--- src/rtl/vx_sched_wctl_checker_pkg.sv ---
// Shared types for the scheduler warp-control checker: error codes, FSM states
// and the default stall watchdog limit.
package vx_sched_wctl_checker_pkg;

  typedef enum logic [2:0] {
    ERR_NONE          = 3'd0,
    ERR_INACTIVE      = 3'd1,
    ERR_EMPTY_MASK    = 3'd2,
    ERR_STALL_TIMEOUT = 3'd3,
    ERR_WSPAWN_MULTI  = 3'd4,
    ERR_POST_DONE     = 3'd5
  } sched_chk_err_e;

  typedef enum logic [1:0] {
    IDLE  = 2'd0,
    RUN   = 2'd1,
    DRAIN = 2'd2,
    DONE  = 2'd3
  } sched_chk_state_e;

  localparam int DEF_STALL_TIMEOUT = 256;

endpackage

--- src/rtl/vx_sched_wctl_checker_stall_watchdog.sv ---
// Per-warp stall watchdog: counts active stalled cycles, pulses once when the
// count reaches STALL_TIMEOUT, then saturates until the stall drops.
module vx_stall_watchdog
  import vx_sched_wctl_checker_pkg::*;
#(
  parameter int STALL_TIMEOUT = DEF_STALL_TIMEOUT
) (
  input  logic clk,
  input  logic reset,
  input  logic enable,
  input  logic stalled,
  input  logic active,
  output logic timeout_pulse
);

  localparam int CW = $clog2(STALL_TIMEOUT + 1);
  localparam logic [CW-1:0] LIMIT = CW'(STALL_TIMEOUT);

  logic [CW-1:0] cnt_q, cnt_d;

  // An inactive or unchecked warp holds its count; only a stall drop clears it.
  always_comb begin
    cnt_d         = cnt_q;
    timeout_pulse = 1'b0;
    if (!stalled) begin
      cnt_d = '0;
    end else if (active && enable && (cnt_q != LIMIT)) begin
      cnt_d         = cnt_q + CW'(1);
      timeout_pulse = (cnt_q == LIMIT - CW'(1));
    end
  end

  always_ff @(posedge clk) begin
    if (reset) cnt_q <= '0;
    else       cnt_q <= cnt_d;
  end

endmodule

--- config.mk ---
export PLATFORM = sky130hd
export DESIGN_NAME = vx_stall_watchdog
export DESIGN_NICKNAME = d
export VERILOG_FILES = /design/src/rtl/vx_sched_wctl_checker_pkg.sv /design/src/rtl/vx_sched_wctl_checker_stall_watchdog.sv
export SDC_FILE = /design/constraint.sdc
export NUM_CORES = 1
export LEC_CHECK = 0
export CAP_MARGIN = 20
export CORE_AREA = 2 2 39 41
export CTS_CLUSTER_SIZE = 28
export DETAILED_ROUTE_END_ITERATION = 8
export DIE_AREA = 0 0 41 43
export GPL_TIMING_DRIVEN = 0
export PLACE_DENSITY = 0.56
export SLEW_MARGIN = 20
export SYNTH_ARGS = -nofsm -noshare
export SYNTH_HDL_FRONTEND = slang
export SYNTH_SLANG_ARGS = --single-unit
--- constraint.sdc ---
create_clock -name clk -period 1.7 [get_ports clk]
set_input_delay 0.34 -clock clk [delete_from_list [all_inputs] [get_ports clk]]
set_output_delay 0.34 -clock clk [all_outputs]
set_load 0.02 [all_outputs]
==> results.py <==
metrics = {
    "final_layout": {
        "fillers": 132,
        "area_growth_syn_to_layout_pct": 47.4,
        "reg_top3": "cnt_q: 9 flops",
        "drive_above_1_share": 0.417,
        "diodes": 0,
        "final_cell_mix": "8 x nand2_1, 5 x dfxtp_2, 5 x buf_4, 4 x a21oi_1, 4 x clkdlybuf4s50_1",
        "stdcell_count": 88,
        "layout_commonest_cell": "nand2_1",
        "largest_reg_flops": 9,
        "nNetsFinal": 81,
        "final_area_um2": 723,
        "fin_util": 0.523,
        "regMostFlops": "cnt_q",
    },
    "logic_synthesis": {
        "yosys.area_share.simple": 0.332,
        "syn_inst": 58,
        "synthesis.nets": 66,
        "yosys.area_share.xor_xnor": 0,
        "ys_warn_count": 0,
        "synth_mux_area_frac": 0.0408,
        "syn_area_per_cell_um2": 8.46,
        "yosys.cell_types.count": 24,
        "synth-seq-cells": 9,
        "synth_compound_area_frac": 0.161,
        "synth_area_um2": 490,
        "synth_top_family_by_area": "simple AND/OR/NAND/NOR gates",
        "synthAdderAreaFrac": 0.0765,
        "synth_seq_area_share": 0.367,
    },
    "power": {
        "p_int_mw": 0.323,
        "power.net_switching_mw": 0.0993,
        "peakVddDrop_mv": 0.408,
        "p_comb_frac": 0.101,
        "p_sw_frac": 0.235,
        "seqPwrFrac": 0.503,
        "power_density_mw_per_mm2": 584,
        "clkPwrFrac": 0.396,
        "leakagePower_nw": 0.249,
    },
    "placement": {
        "io_buffers": 5,
        "dpl_cell_area_um2": 561,
        "dpl.cell_count": 79,
        "place_congestion": 0.797,
    },
    "global_routing": {
        "grt_use_total": 0.157,
        "grt_start_max_net_pins": 10,
        "grt_first_pass_wirelength_mm": 1.84,
        "grt_overflow_total": 0,
        "antenna_found_initial": 0,
        "grt_pass1_vias": 442,
    },
    "sta": {
        "holdWs_ps": 511,
        "maxSlewHeadroom": 0.692,
        "fmaxAchievable_mhz": 561,
        "setup_ws_ps": -83.8,
        "setup_viol": 1,
        "finalMaxSlewViolations": 0,
        "finalHoldViolations": 0,
        "fin_crit_ps": 1780,
        "final.setup.tns_ps": -83.8,
        "rsz0062_at_grt": "true",
        "finalCritPeriodShare": 1.05,
        "fin_skew_ps": 2.30,
        "worst_slew_pin_slew_ps": 461,
    },
    "clocking": {
        "cts_sinks": 9,
        "cts-root-buf": "clkbuf_4",
        "htree_levels": 1,
        "path_clk_slew_ps": 60,
        "cts.path.max_buffers": 2,
        "cts.hold.buffers_added": 0,
        "cts_tree": "yes",
        "clkLatencyLatePin_ps": 260,
        "numCtsBuffers": 3,
    },
    "drt": {
        "num_vias": 473,
        "via_per_inst": 5.38,
        "dr.pass1.iters": 4,
        "post-route-drc-count": 0,
        "finalWirelength_mm": 1.12,
        "wl_per_cell_um": 12.8,
        "drt_iter0_markers": 11,
        "drtAntennaViolNets": 0,
    },
    "die": {
        "floorplan.initialDensity": 0.354,
        "ios": 6,
        "rows": 14,
        "die_area_mm2": 0.00176,
        "fp.dieW_um": 41,
        "die_h_um": 43,
        "core_mm2": 0.00138,
    },
    "worst_setup_path": {
        "cp-start-kind": "register",
        "reg2regPathDepth": 6,
        "cp_max_fo": 4,
        "crit_type": "reg -> out",
        "endpoint_kind": "primary output",
        "worstPathArrival_ps": 1440,
        "required_ps": 1360,
    },
    "run": {
        "maxCapViolCount": 0,
    },
    "hold_path": {
        "whs_path_depth": 2,
        "hp-class": "reg -> reg",
    },
    "status": {
        "violations": "setup timing",
        "status": "finished, violations left",
    },
}
cells by family after synthesis:
kind of cell / after synthesis
muxes: 2
AOI/OAI and AO/OA: 13
adders and majority gates: 3
DFF: 9
and+or+nand+nor: 28
buffers and inverters: 3
stage by stage:
step / setup slack (ps) / power (mW)
finish: -83.8 / 0.423
global placement: -879 / 0.250
detailed placement: -910 / 0.250
global route: -162 / 0.444
CTS: -81.8 / 0.430
floorplan: 49.7 / 0.234
synth_stat cells, drive strengths merged:
library cell / n / share of area
a21oi: 5 / 0.051
a31oi: 1 / 0.013
a32o: 1 / 0.020
and2: 1 / 0.013
and3: 1 / 0.013
dfxtp: 9 / 0.37
ha: 3 / 0.077
inv: 3 / 0.023
mux2i: 2 / 0.041
nand2: 9 / 0.069
nand2b: 1 / 0.013
nand3: 4 / 0.041
nand4: 2 / 0.038
nor2: 1 / 0.0076
nor2b: 1 / 0.013
nor3b: 1 / 0.015
nor4b: 2 / 0.036
o211ai: 1 / 0.015
o21ai: 3 / 0.031
o31ai: 2 / 0.031
or3: 2 / 0.028
or4: 3 / 0.046
worst paths after layout:
check | from | end | slack [ps]
worst max-delay path | cnt_q[0]$_SDFFE_PP0P_ | timeout_pulse | -80
worst min-delay path | cnt_q[1]$_SDFFE_PP0P_ | cnt_q[1]$_SDFFE_PP0P_ | 510
worst max register to register | cnt_q[1]$_SDFFE_PP0P_ | cnt_q[2]$_SDFFE_PP0P_ | 350
worst min register to register | cnt_q[1]$_SDFFE_PP0P_ | cnt_q[1]$_SDFFE_PP0P_ | 510
power groups by stage:
| stage | clock network (mW) | logic [mW] | registers, mW |
|---|---|---|---|
| 2_1_floorplan | 0 | 0.0159 | 0.218 |
| 3_3_place_gp | 0 | 0.0310 | 0.219 |
| 3_5_place_dp | 0 | 0.0314 | 0.219 |
| 4_1_cts | 0.176 | 0.0395 | 0.214 |
| 5_1_grt | 0.184 | 0.0466 | 0.213 |
| 6_report | 0.167 | 0.0427 | 0.213 |
final cells by class:
class / instances / area [µm²] / share of cell area
clock buffer: 4 / 26.3 / 0.0363
inverter: 3 / 13.8 / 0.0190
multi-input combinational: 46 / 380 / 0.526
sequential: 9 / 194 / 0.268
tap: 16 / 20.0 / 0.0277
timing repair buffer: 10 / 88.8 / 0.123
routing by layer:
layer  global-route usage  part of all wire
met5                    0                 0
met4               0.0400                 0
met3               0.0942             0.036
met2                0.234              0.51
met1                0.186              0.46
critical path, stage by stage (launching register included):
cell,delay (ps)
dfxtp_4,380
ha_4,150
nand3_2,80
nor2_2,120
ha_2,170
and3_4,180
buf_6,110
repair_timing:
item | in CTS | in global routing
pin swaps | 3 | 3
gates resized for setup | 25 | 8
setup endpoints to repair | 1 | 1
buffers inserted | 2 | 3
Note: power is estimated with default switching activity, not from simulation.
